==> src/rtl/instr_issue.sv <==
// ---------------------------------------------------------------------------
// instr_issue
//
// Purpose:
//   Upstream driver of the control decoder. Instruction bytes are buffered in
//   a small FIFO and issued one at a time on 'instruction'. After waiting out
//   the decoder's registered latency, the 14-bit 'signals' word is captured
//   and classified:
//     - normal: presented downstream with a valid/ready handshake
//     - halt:   the word {6'b0, 8'hF0}; once retired, issue stops until 'resume'
//     - illegal: the word 14'h3FFF; raises a sticky trap that only 'rst' clears
//
// Parameters:
//   DEPTH    FIFO entries (power of two, >= 2)
//   DEC_LAT  decoder latency in clk cycles (1..7)
//
// Ports:
//   clk, rst                  clock (rising edge), synchronous active-high reset
//   in_valid/in_ready/in_instr  upstream byte handshake (in_ready = FIFO not full)
//   instruction               registered byte driven to the control decoder
//   signals                   decoder word {regdst,branch,memread,memwrite,
//                             alusrc,regwrite,opcode[7:0]}
//   out_valid/out_ready       downstream handshake for the captured word
//   out_ctrl, out_opcode      signals[13:8] and signals[7:0] of the captured word
//   halted, resume            halt status and one-cycle resume pulse
//   trap, trap_instr, trap_cause  sticky fault flag, offending byte and cause
//                             (01 illegal word, 10 opcode echo mismatch)
//
// Configuration macro:
//   ISSUE_ECHO_CHECK_EN  when defined, a non-illegal word whose opcode field
//                        differs from the issued byte also traps (cause 10).
// ---------------------------------------------------------------------------
module instr_issue #(
    parameter int DEPTH   = 4,
    parameter int DEC_LAT = 1
) (
    input  logic        clk,
    input  logic        rst,
    input  logic        in_valid,
    output logic        in_ready,
    input  logic [7:0]  in_instr,
    output logic [7:0]  instruction,
    input  logic [13:0] signals,
    output logic        out_valid,
    input  logic        out_ready,
    output logic [5:0]  out_ctrl,
    output logic [7:0]  out_opcode,
    output logic        halted,
    input  logic        resume,
    output logic        trap,
    output logic [7:0]  trap_instr,
    output logic [1:0]  trap_cause
);

    localparam int          AW           = $clog2(DEPTH);
    localparam logic [AW:0] FULL_CNT     = (AW + 1)'(DEPTH);
    localparam logic [2:0]  LAT_INIT     = 3'(DEC_LAT);
    localparam logic [13:0] ILLEGAL_WORD = 14'h3FFF;
    localparam logic [13:0] HALT_WORD    = {6'b000000, 8'hF0};

    typedef enum logic [2:0] {
        IDLE,
        WAIT,
        CAPT,
        OUT,
        HALTED,
        TRAP
    } state_t;

    state_t          state;
    logic [7:0]      mem [DEPTH];
    logic [AW-1:0]   wr_ptr;
    logic [AW-1:0]   rd_ptr;
    logic [AW:0]     count;
    logic [2:0]      cnt;
    logic            push;
    logic            pop;

    assign in_ready = (count != FULL_CNT);
    assign push     = in_valid && in_ready;
    // Only an idle issue engine draws from the FIFO; every other state,
    // including HALTED and TRAP, leaves the buffered bytes untouched.
    assign pop      = (state == IDLE) && (count != '0);

    // FIFO storage carries no reset; validity is tracked by count alone.
    always_ff @(posedge clk) begin
        if (push) begin
            mem[wr_ptr] <= in_instr;
        end
    end

    // Pointers wrap naturally because DEPTH is a power of two. A push and a
    // pop on the same edge leave the occupancy unchanged.
    always_ff @(posedge clk) begin
        if (rst) begin
            wr_ptr <= '0;
            rd_ptr <= '0;
            count  <= '0;
        end else begin
            if (push) begin
                wr_ptr <= wr_ptr + 1'b1;
            end
            if (pop) begin
                rd_ptr <= rd_ptr + 1'b1;
            end
            if (push && !pop) begin
                count <= count + 1'b1;
            end else if (pop && !push) begin
                count <= count - 1'b1;
            end
        end
    end

    // Issue FSM. The byte driven to the decoder only changes on a pop, so
    // the decoder input stays stable through WAIT and CAPT. WAIT spends
    // exactly DEC_LAT cycles before CAPT samples the decoder word.
    always_ff @(posedge clk) begin
        if (rst) begin
            state       <= IDLE;
            cnt         <= '0;
            instruction <= '0;
            out_valid   <= 1'b0;
            out_ctrl    <= '0;
            out_opcode  <= '0;
            halted      <= 1'b0;
            trap        <= 1'b0;
            trap_instr  <= '0;
            trap_cause  <= '0;
        end else begin
            case (state)
                IDLE: begin
                    if (pop) begin
                        instruction <= mem[rd_ptr];
                        cnt         <= LAT_INIT;
                        state       <= WAIT;
                    end
                end
                WAIT: begin
                    if (cnt == 3'd1) begin
                        state <= CAPT;
                    end else begin
                        cnt <= cnt - 3'd1;
                    end
                end
                CAPT: begin
                    // Illegal word takes priority over the echo comparison.
                    if (signals == ILLEGAL_WORD) begin
                        trap       <= 1'b1;
                        trap_cause <= 2'b01;
                        trap_instr <= instruction;
                        state      <= TRAP;
                    end
`ifdef ISSUE_ECHO_CHECK_EN
                    else if (signals[7:0] != instruction) begin
                        trap       <= 1'b1;
                        trap_cause <= 2'b10;
                        trap_instr <= instruction;
                        state      <= TRAP;
                    end
`endif
                    else begin
                        out_ctrl   <= signals[13:8];
                        out_opcode <= signals[7:0];
                        out_valid  <= 1'b1;
                        state      <= OUT;
                    end
                end
                OUT: begin
                    // out_valid is always high here, so out_ready alone
                    // completes the handshake.
                    if (out_ready) begin
                        out_valid <= 1'b0;
                        if ({out_ctrl, out_opcode} == HALT_WORD) begin
                            halted <= 1'b1;
                            state  <= HALTED;
                        end else begin
                            state <= IDLE;
                        end
                    end
                end
                HALTED: begin
                    if (resume) begin
                        halted <= 1'b0;
                        state  <= IDLE;
                    end
                end
                TRAP: begin
                end
                default: begin
                    state <= IDLE;
                end
            endcase
        end
    end

endmodule

==> config.mk <==
export PLATFORM = sky130hd
export DESIGN_NAME = instr_issue
export DESIGN_NICKNAME = d
export VERILOG_FILES = /design/src/rtl/instr_issue.sv
export SDC_FILE = /design/constraint.sdc
export NUM_CORES = 1
export LEC_CHECK = 0
export BUFFER_PORTS_ARGS = -buffer_cell sky130_fd_sc_hd__buf_4
export CORE_AREA = 4 4 88 90
export DETAILED_ROUTE_END_ITERATION = 8
export DIE_AREA = 0 0 92 94
export PLACE_DENSITY = 0.7
export RECOVER_POWER = 50
export SYNTH_ARGS = -nofsm -noshare
export SYNTH_HDL_FRONTEND = slang
export SYNTH_SLANG_ARGS = --single-unit
==> constraint.sdc <==
create_clock -name clk -period 5.9 [get_ports clk]
set_input_delay 0 -clock clk [delete_from_list [all_inputs] [get_ports clk]]
set_output_delay 0 -clock clk [all_outputs]
set_load 0.005 [all_outputs]
# --- Word level (Yosys, flattened, before mapping) ---
# Memory sizes are Yosys's and may differ from the RTL's. A register that Yosys moved wholly into a read port is not among the register bits.
# Index checks and enable logic that the tools add are counted.
op_classes:
  add_sub_neg: 5
  n_reduce_logical: 19
  bitwise: 2
  eq_ne: 16
  mux: 20
op_table:
  columns: ["cell", "count"]
  rows:
  - ["$mux 3", 9]
  - ["$pmux 3 s6", 1]
  - ["$eq 14x14->1 const B", 1]
  - ["$eq 14x8->1 const B", 1]
  - ["$ne 2x2->1 const B", 7]
  - ["$reduce_bool 2->1", 4]
  - ["$mux 1", 7]
  - ["$eq 3x1->1 const B", 2]
  - ["$eq 3x2->1 const B", 2]
  - ["$eq 3x3->1 const B", 2]
  - ["$pmux 3 s2", 1]
  - ["$reduce_and 2->1", 3]
  - ["$reduce_and 3->1", 2]
  - ["$sub 3x1->3 const B", 2]
  - ["$reduce_and 5->1", 1]
  - ["$add 2x1->2 const B", 2]
  - ["$logic_and 1x1->1", 4]
  - ["$pmux 1 s2", 2]
  - ["$reduce_and 4->1", 1]
  - ["$add 3x1->3 const B", 1]
  - ["$logic_not 3->1", 1]
  - ["$ne 3x3->1 const B", 1]
  - ["$reduce_bool 3->1", 1]
  - ["$logic_not 1->1", 2]
  - ["$not 1->1", 2]
totals:
  register_bits: 38
  word_cells: 74
  mem_count: 1
  ramBits: 32
  output_inout_bits: 36
memory_table:
  columns: ["memory", "depth", "width", "rd", "rd_ports_with_merged_regs", "wr", "line", "source"]
  rows:
  - ["mem", 4, 8, 1, 1, 1, "71", "logic [7:0] mem [DEPTH];"]

# --- Logic depth before layout (Yosys ltp) ---
# Gate-level depths: netlist of run 1.
depth:
  depth_word: 6
  ltp_mapped: 10
  mapped_depth_nobuf: 9

# --- Worst setup path before layout of run 1 ---
# OpenSTA, ideal clock, no wires.
synth_timing:
  path_kind: "flip-flop to flip-flop"
  startpoint: "reg count[0]"
  endpoint: "reg count[2]"
  path_stages_with_launch: 10
  arrival_time_ps: 2207
  path_buffers: 0
  required_ps: 5830
  path_slack_ps: 3623
  synth_period_minus_slack_ps: 2277
  cell_sequence: "dfxtp_1 > or3_1 > and2_1 > clkinv_1 > ha_1 > inv_1 > fa_1 > xor2_1 > or3_1 > a21oi_1"
synth_via:
  elab_chain_len: 5
synth_lines:
  columns: ["item", "line", "source"]
  rows:
  - ["from (decl)", "74", "logic [AW:0] count;"]
  - ["from (signal assigned)", "107", "count <= count + 1'b1;"]
  - ["from (signal assigned)", "109", "count <= count - 1'b1;"]
  - ["branches (longest 5 deep; another with $sub 3x1->3)", null, null]
# Several ways; the timed one is not identified. The select of a mux whose other input is x is not followed.
# A chain may end at the register's enable or synchronous reset.

# --- Final worst setup path of run 1 ---
layout_timing:
  startpoint: "reg state[0]"
  endpoint: "reg count[2]"
layout_via:
  elab_chain_len: 5
layout_lines:
  columns: ["item", "line", "source"]
  rows:
  - ["from (decl)", "70", "state_t state;"]
  - ["from (signal assigned)", "119", "state <= IDLE;"]
  - ["from (signal assigned)", "135", "state <= WAIT;"]
  - ["from (signal assigned)", "140", "state <= CAPT;"]
  - ["$logic_not 3->1 (*)", "83", "assign pop = (state == IDLE) && (count != '0);"]
  - ["$logic_and 1x1->1 (*)", "83", null]
  - ["$logic_not 1->1", "106", "if (push && !pop) begin"]
  - ["$logic_and 1x1->1", "106", null]
  - ["$mux 3 / $reduce_bool 2->1 (equally long branches)", null, null]
# Every way passes the cells marked *; elsewhere a longest branch is shown, timed or not.

==> results of run 1 <==
-- worst max-delay path, stage by stage, from the launching register on --
cell	delay (ps)
dfxtp_1	430
nor3_1	320
and2_1	440
clkinv_1	350
ha_1	310
inv_1	70
fa_1	170
xor2_1	80
or3_1	310
a21oi_1	140
-- logic make-up after synthesis --
logic type | share of synthesized area [%]
flip-flops | 56.9
AND/OR/NAND/NOR | 16.0
AO/OA/AOI/OAI | 11.7
adder cells (fa/ha/maj) | 3.26
buffers and inverters | 4.32
other | 0.113
XOR/XNOR | 1.59
multiplexers | 6.06
-- routing by layer --
layer | GRT usage [%] | vias to the layer above | share of wire, % | wire length (µm)
met3 | 6.33 | 12 | 6.4 | 455
li1 | - | 1210 | - | -
met4 | 5.45 | 0 | 1.7 | 125
met5 | 0 | - | 0 | 0
met1 | 20.5 | 1145 | 42 | 3020
met2 | 29.7 | 78 | 50 | 3550
-- power groups by stage --
stage | clock [mW] | combinational, mW | sequential (mW)
final | 0.355 | 0.449 | 0.738
after global placement | 0 | 0.439 | 0.749
after detailed placement | 0 | 0.450 | 0.752
after CTS | 0.363 | 0.465 | 0.740
after floorplan | 0 | 0.349 | 0.706
after global routing | 0.392 | 0.512 | 0.754
-- final timing paths --
path | start | end | slack, ps | depth (start not counted)
max reg2reg | state[0]$_SDFFE_PP0P_ | count[2]$_SDFFE_PP0P_ | 3200 | 9
min | out_ready | halted$_SDFFE_PP0P_ | 40 | 3
min reg2reg | trap_instr[1]$_SDFFE_PP0P_ | trap_instr[1]$_SDFFE_PP0P_ | 480 | 2
max | state[0]$_SDFFE_PP0P_ | count[2]$_SDFFE_PP0P_ | 3200 | 9
-- area by class of cell --
class | count | area share, %
Multi-Input combinational cell | 186 | 30.9
Clock buffer | 12 | 3.77
Tap cell | 99 | 3.01
Inverter | 7 | 0.638
Timing Repair Buffer | 84 | 15.5
Sequential cell | 78 | 45.7
Clock inverter | 4 | 0.547
-- flip-flops by register name, indices dropped and copies added, names as in the netlist --
| register | cells |
|---|---|
| out_valid | 1 |
| out_opcode | 8 |
| trap_instr | 8 |
| trap_cause | 1 |
| halted | 1 |
| count | 3 |
| out_ctrl | 6 |
| cnt | 3 |
| rd_ptr | 2 |
| state | 3 |
| mem | 32 |
| instruction | 8 |
| wr_ptr | 2 |
-- cell usage in the layout (no fill, tap or decap), types with 3 or more instances in the layout --
cell type,instances
dfxtp_1,46
a21oi_1,34
edfxtp_1,32
clkbuf_4,30
nand3_1,23
nand2_1,22
dlygate4sd3_1,22
o21ai_0,19
buf_4,19
clkbuf_1,14
clkbuf_8,11
nor2_1,10
mux4_2,8
nor3_1,7
o21ai_1,7
ha_1,7
inv_1,6
and2_1,5
nor3b_2,3
nand4_1,3
xor2_1,3
or4b_1,3
xnor2_1,3
clkinv_2,3
-- timing repair --
| action | 4_1_cts | 5_1_grt |
|---|---|---|
| endpoints found under the hold margin | 46 | 0 |
| gates resized for setup | 0 | 0 |
| hold buffers | 22 | 0 |
==> out/qor.csv, run 1 <==
stage;metric;value;unit
yosys;Syn. warnings;0;
cells_and_area;Storage cell area;1880;µm²
place;IO Port Bufs;61;
setup_path;critical path data arrival time;2970;ps
power;Int Pwr;1.05;mW
power;PwrDens;375;nW/µm²
yosys;Post-synth EDFFs;32;
route;Remaining DRCs;0;
place;dpl cell area;3780;µm²
route;antenna violation net count after detailed routing;0;
timing;Setup violations, final;0;
power;Comb pwr share;29.1;%
yosys;mapped cell area;3300;µm²
timing;Slew @ Worst Pin;1090;ps
timing;Max Freq;0.371;GHz
yosys;Mapped Avg Cell Area;11.3;µm²
yosys;Yosys top cell area share;29.1;%
power;Lkg Pwr;1.47;nW
floorplanning;Site Rows;31;
route;WL per Instance;15.2;µm
global_routing;grt ovf;0;
setup_path;Crit. End Element;flop;
yosys;most frequent cell after synthesis;dfxtp_1;
cells_and_area;fillers;608;
timing;setup_tns;0;ps
cells_and_area;non-filler instance count after layout;470;
yosys;sequential fraction of the synthesis area;56.9;%
clock_tree;CTS tree;built;
power;switching part of the total power;32.2;%
place;Final Wtd Congestion;0.773;
clock_tree;Clock transition at path regs;70;ps
floorplanning;Die H;94;µm
timing;final hold viol count;0;
clock_tree;CTS sink count;78;
timing;final worst path period share;45.7;%
route;final WL;7150;µm
yosys;Yosys cell types;49;
clock_tree;number of CTS-inserted buffers;9;
yosys;Synth async-reset ratio;0;%
floorplanning;IO Count;63;
timing;headroom to the max-slew limit;27.1;%
global_routing;Tot GR Track Use;17.4;%
setup_path;crit path max fanout;13;
route;Via-to-Cell Ratio;5.20;
global_routing;largest net degree at the start of global routing;48;
yosys;synth top area cells;edfxtp_1 (29%), dfxtp_1 (28%), mux4_2 (5.5%);
timing;Tmin final;2700;ps
global_routing;global-route wire length before repair;11600;µm
power;clock share of power;23.0;%
cells_and_area;number of nets in the layout;401;
job;Max-Cap Viols;0;
clock_tree;Setup Buffers After CTS;0;
clock_tree;htree depth;3;
worst_hold_path;Hold Path Class;in -> reg;
power;Sequential Power Share;47.9;%
yosys;main flop type after synthesis;dfxtp_1;
timing;RSZ-0062 raised after global routing;false;
route;router iterations before antenna repair;4;
cells_and_area;antenna cells;0;
cells_and_area;Core Util, Final;58.3;%
yosys;Seq cells post-synth;78;
global_routing;vias in the first global route;2404;
cells_and_area;Design Area, Final;4120;µm²
setup_path;Setup Crit Path Kind;reg -> reg;
cells_and_area;Multi-input gate area;1270;µm²
power;worst vdd ir;0.217;mV
timing;fin worst setup slack;3200;ps
timing;Clock Skews;5.12;ps
floorplanning;die extent in x;92;µm
place;Placement Setup Slack;3180;ps
route;via count;2445;
clock_tree;Clock Latency Late Sink;340;ps
yosys;synth cell count leaders;dfxtp_1 (46), a21oi_1 (34), edfxtp_1 (32), nand3_1 (23), nand2_1 (22);
setup_path;Setup crit start kind;flop;
power;P_sw;0.496;mW
floorplanning;starting density of the core;46.8;%
run_status;status;finished clean;
clock_tree;CTS max path bufs;2;
cells_and_area;layout cells sized above 1;21.6;%
timing;Slew Limit Fails;0;
timing;Hold WS;36.4;ps
floorplanning;Core Region;7060;µm²
yosys;Syn Inst Count;292;
cells_and_area;Area growth syn-to-layout;24.6;%
setup_path;CP required;6170;ps
yosys;Post-Syn Nets;327;
route;initial drt markers;115;
yosys;Synth area leader;edfxtp_1;
floorplanning;Die Area;8650;µm²
global_routing;initial antenna violation count;0;
power;total power;1.54;mW
place;post-DP HPWL;4720;µm
clock_tree;clock tree root driver cell;clkbuf_8;
place;placed instance count;432;
Power figures use the tool's default switching activity.
==> run 2: changes to the inputs <==
--- a/config.mk
+++ b/config.mk
@@ -5,11 +5,12 @@
 export SDC_FILE = /design/constraint.sdc
 export NUM_CORES = 1
 export LEC_CHECK = 0
+export ABC_AREA = 1
 export BUFFER_PORTS_ARGS = -buffer_cell sky130_fd_sc_hd__buf_4
 export CORE_AREA = 4 4 88 90
 export DETAILED_ROUTE_END_ITERATION = 8
 export DIE_AREA = 0 0 92 94
-export PLACE_DENSITY = 0.7
+export PLACE_DENSITY = 0.73
 export RECOVER_POWER = 50
 export SYNTH_ARGS = -nofsm -noshare
 export SYNTH_HDL_FRONTEND = slang
==> constraint.sdc (replaced) <==
create_clock -name clk -period 2.3 [get_ports clk]
set_input_delay 0 -clock clk [delete_from_list [all_inputs] [get_ports clk]]
set_output_delay 0 -clock clk [all_outputs]
set_load 0.005 [all_outputs]
==> run 2 against run 1 <==
  * Via count increased by 12%
  * Worst setup slack got worse by 3000 ps
  * Die area unchanged
  * Combinational power increased to 3.3 times the previous value
  * Sequential power increased to 2.6 times the previous value
  * Register-to-register slack got worse by 2900 ps
  * First-iteration DRC count increased by 28%
  * Area after synthesis decreased by 0.27%
  * Largest power group unchanged
==> out/qor.csv, run 2 <==
stage;metric;value;unit
run_status;status;finished clean;
cells_and_area;commonest non-fill, non-tap cell in the layout;nor2_1;
setup_path;Worst path slowest cell;o21ai_1;
global_routing;met2 GRT Util;27.5;%
route;initial drt markers;147;
global_routing;grt ovf;0;
setup_path;Setup crit start kind;input port;
place;Final Wtd Congestion;0.880;
yosys;mapped cell area;3300;µm²
worst_hold_path;Hold Path Class;in -> reg;
yosys;Seq cells post-synth;78;
floorplanning;IO Count;63;
route;router iterations before antenna repair;4;
yosys;Post-synth EDFFs;32;
setup_path;CP required;2550;ps
timing;Setup violations, final;0;
setup_path;critical path data arrival time;2330;ps
timing;Clock Skews;13.3;ps
power;Lkg Pwr;1.72;nW
setup_path;Crit. End Element;flop;
setup_path;Setup Crit Path Kind;in -> reg;
setup_path;r2r setup slk;350;ps
yosys;main flop type after synthesis;dfxtp_1;
route;Via-to-Cell Ratio;4.80;
worst_hold_path;Hold EP;wr_ptr[0]$_SDFFE_PP0P_;
clock_tree;CTS tree;built;
setup_path;worst r2r src;count[0]$_SDFFE_PP0P_;
route;WL per Instance;12.2;µm
yosys;Syn Inst Count;379;
floorplanning;Site Rows;31;
clock_tree;Clock transition at path regs;80;ps
yosys;synth top area cells;edfxtp_1 (29%), dfxtp_1 (28%), nor2_1 (12%);
global_routing;vias in the first global route;2486;
place;dpl cell area;3820;µm²
yosys;most frequent cell after synthesis;nor2_1;
job;Max-Cap Viols;0;
setup_path;CP peak stage delay;820;ps
power;Sequential Power Share;43.3;%
power;PwrDens;1060;nW/µm²
power;switching part of the total power;35.9;%
cells_and_area;most frequent cells in the layout;nor2_1 (104), o21ai_0 (50), dfxtp_1 (46);
timing;final hold viol count;0;
clock_tree;Clock Latency Late Sink;360;ps
worst_hold_path;Hold Crit Start;in_valid;
timing;setup_tns;0;ps
timing;Slew @ Worst Pin;1050;ps
global_routing;global-route wire length before repair;11700;µm
yosys;Yosys top cell area share;29.2;%
power;total power;4.44;mW
yosys;Mapped Avg Cell Area;8.70;µm²
floorplanning;Die H;94;µm
yosys;Yosys cell types;28;
setup_path;FF-to-FF path depth;11;
clock_tree;CTS sink count;78;
cells_and_area;antenna cells;0;
setup_path;worst path cell trace;dlygate4sd3_1, buf_4, nand2_1, nor2_1, nand2_1, o21ai_1, inv_2, nor2_1, nor2_1;
yosys;Syn. warnings;0;
power;worst vdd ir;0.572;mV
setup_path;crit path buf inv count;3;
timing;Slew Limit Fails;0;
setup_path;most used cell along the critical path;nor2_1;
timing;Hold WS;25.2;ps
floorplanning;Die Area;8650;µm²
setup_path;RR Endpoint;count[2]$_SDFFE_PP0P_;
timing;RSZ-0062 raised after global routing;false;
clock_tree;CTS max path bufs;2;
cells_and_area;Area growth syn-to-layout;27.4;%
global_routing;initial antenna violation count;0;
power;clock share of power;23.5;%
route;antenna violation net count after detailed routing;0;
timing;Max Freq;0.480;GHz
worst_hold_path;Hold Path Cell Cnt;3;
setup_path;Top delay family on crit path;buffers and inverters;
cells_and_area;number of nets in the layout;500;
global_routing;met3 Usage GRT;6.41;%
power;P_sw;1.59;mW
floorplanning;die extent in x;92;µm
clock_tree;number of CTS-inserted buffers;9;
floorplanning;Core Region;7060;µm²
yosys;Post-Syn Nets;414;
cells_and_area;Biggest register;mem;
route;via count;2729;
global_routing;global route hottest layer;met2;
route;Remaining DRCs;0;
clock_tree;clock tree root driver cell;clkbuf_8;
place;post-DP HPWL;5080;µm
global_routing;Tot GR Track Use;17.3;%
yosys;Synth area leader;edfxtp_1;
global_routing;met1 Usage GRT;22.0;%
cells_and_area;Design Area, Final;4200;µm²
yosys;synth cell count leaders;nor2_1 (103), o21ai_0 (52), dfxtp_1 (46), nand2_1 (38), inv_1 (35);
route;final WL;6950;µm
timing;headroom to the max-slew limit;29.7;%
place;IO Port Bufs;61;
cells_and_area;max FFs per register;32;
power;Int Pwr;2.84;mW
power;Comb pwr share;33.2;%
clock_tree;htree depth;3;
timing;final worst path period share;90.6;%
cells_and_area;layout cells sized above 1;16.2;%
floorplanning;starting density of the core;46.7;%
yosys;sequential fraction of the synthesis area;57.1;%
clock_tree;Setup Buffers After CTS;0;
global_routing;largest net degree at the start of global routing;24;
timing;Tmin final;2080;ps
setup_path;crit path max fanout;17;
cells_and_area;fillers;631;
yosys;Synth async-reset ratio;0;%
## run 2: worst max path at each step
stage / depth (start not counted) / slack, ps / start / to
final: 9 / 220 / signals[5] / out_ctrl[0]$_SDFFE_PP0P_
after global routing: 9 / 30 / signals[11] / out_opcode[6]$_SDFFE_PP0P_
after CTS: 11 / 250 / count[0]$_SDFFE_PP0P_ / count[2]$_SDFFE_PP0P_
after detailed placement: 11 / 270 / count[1]$_SDFFE_PP0P_ / count[2]$_SDFFE_PP0P_
after global placement: 11 / 380 / count[0]$_SDFFE_PP0P_ / count[2]$_SDFFE_PP0P_
after floorplan: 12 / 370 / state[0]$_SDFFE_PP0P_ / count[2]$_SDFFE_PP0P_
## run 2: logic make-up after synthesis
logic type	after synthesis	share of synthesized area, %
other	1	0.114
buffers and inverters	51	6.80
flip-flops	78	57.1
AO/OA/AOI/OAI	78	12.6
XOR/XNOR	1	0.266
AND/OR/NAND/NOR	162	19.9
adder cells (fa/ha/maj)	8	3.26
## run 2: routing by layer
metal / wire [µm] / up-vias
met3: 457 / 4
met1: 3160 / 1223
met2: 3280 / 89
met5: 0 / -
met4: 57 / 0
li1: - / 1413
## run 2: what timing repair did
action                                  CTS  global route
hold buffers                             24             0
hold endpoints to repair                 54             0
endpoints found under the setup margin    0             1
resized for setup                         0             3
## run 2: per-stage QoR
step                setup WS [ps]  utilization [%]  cells
floorplan                     367                -    379
global route                 32.5             59.5    569
finish                        217             59.5    569
global placement              378             54.1    529
CTS                           246             60.4    569
detailed placement            273             54.1    529
## run 2: power groups by stage
stage               combinational (mW)  sequential [mW]  clock, mW
floorplan                         1.01             1.91          0
CTS                               1.53             1.92       1.08
finish                            1.47             1.92       1.04
detailed placement                1.49             1.95          0
global placement                  1.44             1.94          0
global route                      1.74             1.95       1.15
## run 2: tightest hold or removal path: stages
cell and delay [ps]:
buf_4 110, nand2_2 130, a21oi_1 90
## run 2: final cells by class
cell class	count	area, µm²	area share (%)
Sequential cell	78	1880	44.8
Multi-Input combinational cell	250	1180	28.1
Timing Repair Buffer	88	668	15.9
Inverter	38	143	3.40
Clock buffer	9	124	2.95
Tap cell	99	124	2.95
Clock inverter	7	80.1	1.91
==> run 3: changes to the inputs <==
--- a/config.mk
+++ b/config.mk
@@ -8,6 +8,7 @@
 export ABC_AREA = 1
 export BUFFER_PORTS_ARGS = -buffer_cell sky130_fd_sc_hd__buf_4
 export CORE_AREA = 4 4 88 90
+export CTS_BUF_LIST = sky130_fd_sc_hd__clkbuf_16
 export DETAILED_ROUTE_END_ITERATION = 8
 export DIE_AREA = 0 0 92 94
 export PLACE_DENSITY = 0.73
==> run 3 against run 2 <==
  * Utilization increased by 1.6 points
  * Worst setup slack better by 140 ps
  * Clock power up 38%
  * Critical path depth up 2
  * Clock skew shrank 7.5 ps
  * Hold slack improved by 30 ps
  * Final area increased by 2.7%
  * Cell count unchanged
==> out/qor.csv, run 3 (same netlist as run 2, synthesis figures left out) <==
stage;metric;value;unit
floorplanning;Die Area;8650;µm²
timing;headroom to the max-slew limit;47.6;%
timing;Max Freq;0.515;GHz
cells_and_area;Area growth syn-to-layout;30.8;%
timing;Hold WS;55.3;ps
setup_path;crit path max fanout;9;
timing;Setup violations, final;0;
floorplanning;Die H;94;µm
job;Max-Cap Viols;0;
timing;Tmin final;1940;ps
route;Remaining DRCs;0;
timing;RSZ-0062 raised after global routing;false;
timing;Clock Skews;5.86;ps
route;routed wl met2;3380;µm
setup_path;Crit. End Element;flop;
route;router iterations before antenna repair;4;
power;Sequential Power Share;39.6;%
route;Via-to-Cell Ratio;4.81;
cells_and_area;Biggest register;mem;
cells_and_area;fillers;609;
global_routing;grt ovf;0;
timing;setup_tns;0;ps
cells_and_area;number of nets in the layout;500;
cells_and_area;Design Area, Final;4310;µm²
global_routing;vias in the first global route;2559;
route;initial drt markers;146;
clock_tree;CTS tree;built;
power;P_sw;1.66;mW
floorplanning;Core Region;7060;µm²
place;post-DP HPWL;5080;µm
run_status;status;finished clean;
floorplanning;die extent in x;92;µm
place;IO Port Bufs;61;
route;met1 WL;3270;µm
place;Placement Setup Slack;273;ps
floorplanning;Site Rows;31;
clock_tree;Setup Buffers After CTS;0;
setup_path;critical path data arrival time;2170;ps
power;Int Pwr;3.19;mW
timing;final worst path period share;84.5;%
timing;Slew Limit Fails;0;
global_routing;initial antenna violation count;0;
route;final WL;7130;µm
cells_and_area;layout cells sized above 1;16.4;%
global_routing;Tot GR Track Use;17.6;%
clock_tree;Clock Latency Late Sink;330;ps
power;total power;4.85;mW
worst_hold_path;Hold Path Class;in -> reg;
global_routing;global-route wire length before repair;11900;µm
setup_path;CP required;2520;ps
clock_tree;number of CTS-inserted buffers;9;
floorplanning;IO Count;63;
power;Comb pwr share;30.7;%
power;clock share of power;29.7;%
timing;final hold viol count;0;
clock_tree;Clock transition at path regs;60;ps
power;switching part of the total power;34.2;%
cells_and_area;most frequent cells in the layout;nor2_1 (104), o21ai_0 (50), dfxtp_1 (46);
cells_and_area;max FFs per register;32;
setup_path;Setup Crit Path Kind;reg -> reg;
cells_and_area;Multi-input gate area;1190;µm²
timing;Slew @ Worst Pin;786;ps
setup_path;Setup crit start kind;flop;
route;antenna violation net count after detailed routing;0;
timing;fin worst setup slack;356;ps
cells_and_area;Storage cell area;1880;µm²
power;Lkg Pwr;1.77;nW
clock_tree;htree depth;3;
power;worst vdd ir;0.732;mV
global_routing;largest net degree at the start of global routing;24;
route;WL per Instance;12.5;µm
cells_and_area;commonest non-fill, non-tap cell in the layout;nor2_1;
route;uppermost layer routed;met4;
place;dpl cell area;3820;µm²
route;via count;2739;
route;DR WL met3;338;µm
clock_tree;CTS sink count;78;
clock_tree;CTS max path bufs;2;
cells_and_area;antenna cells;0;
power;PwrDens;1120;nW/µm²
place;Final Wtd Congestion;0.880;
floorplanning;starting density of the core;46.7;%
clock_tree;clock tree root driver cell;clkbuf_16;
==> run 3: cell counts in the layout (fill, tap and decap cells not counted) <==
No cell type changed its count.
==> run 3: worst max-delay path: stages, from the launching register on <==
cell and delay (ps):
dfxtp_1 370, inv_1 100, nand3_1 130, nand2_2 120, inv_1 80, ha_1 140, inv_1 70, fa_1 390
a21oi_1 150, o21ai_1 100, o21ai_1 130, a21oi_1 60
==> run 3: path summary, 6_finish.rpt <==
| path | from | endpoint | slack [ps] | cells past startpoint |
|---|---|---|---|---|
| worst max-delay path | count[1]$_SDFFE_PP0P_ | count[2]$_SDFFE_PP0P_ | 360 | 11 |
| worst min register to register | halted$_SDFFE_PP0P_ | halted$_SDFFE_PP0P_ | 450 | 2 |
| worst min-delay path | in_valid | wr_ptr[0]$_SDFFE_PP0P_ | 60 | 3 |
| worst max register to register | count[1]$_SDFFE_PP0P_ | count[2]$_SDFFE_PP0P_ | 360 | 11 |
==> run 3: power by group through the flow <==
stage                     Sequential (mW)  Combinational (mW)  Clock, mW
after CTS                            1.92                1.53       1.46
final                                1.92                1.49       1.44
after global placement               1.94                1.44          0
after floorplan                      1.91                1.01          0
after global routing                 1.95                1.75       1.53
after detailed placement             1.95                1.49          0
==> run 3: stage by stage <==
step / std cells / util (%)
floorplan: 379 / -
global placement: 529 / 54.1
detailed placement: 529 / 54.1
CTS: 569 / 61.8
global route: 569 / 61.1
finish: 569 / 61.1
==> run 3: per-layer routing <==
metal  vias up  global-route usage [%]
li1       1416                       -
met1      1237                    21.2
met2        71                    29.1
met3        15                    4.49
met4         0                    9.28
met5         -                       0
==> run 3: final cells by class <==
| cell class | count | area share [%] |
|---|---|---|
| flip-flops and latches | 78 | 43.6 |
| multi-input cells | 250 | 27.6 |
| repair buffers | 88 | 15.5 |
| clock buffers | 9 | 5.22 |
| inverters | 38 | 3.31 |
| well taps | 99 | 2.87 |
| clock inverters | 7 | 1.86 |
==> run 3: what timing repair did <==
| action | in CTS | in global routing |
|---|---|---|
| hold buffers | 24 | 0 |
| resized for setup | 0 | 3 |
| setup endpoints to repair | 0 | 1 |
| endpoints found under the hold margin | 54 | 0 |
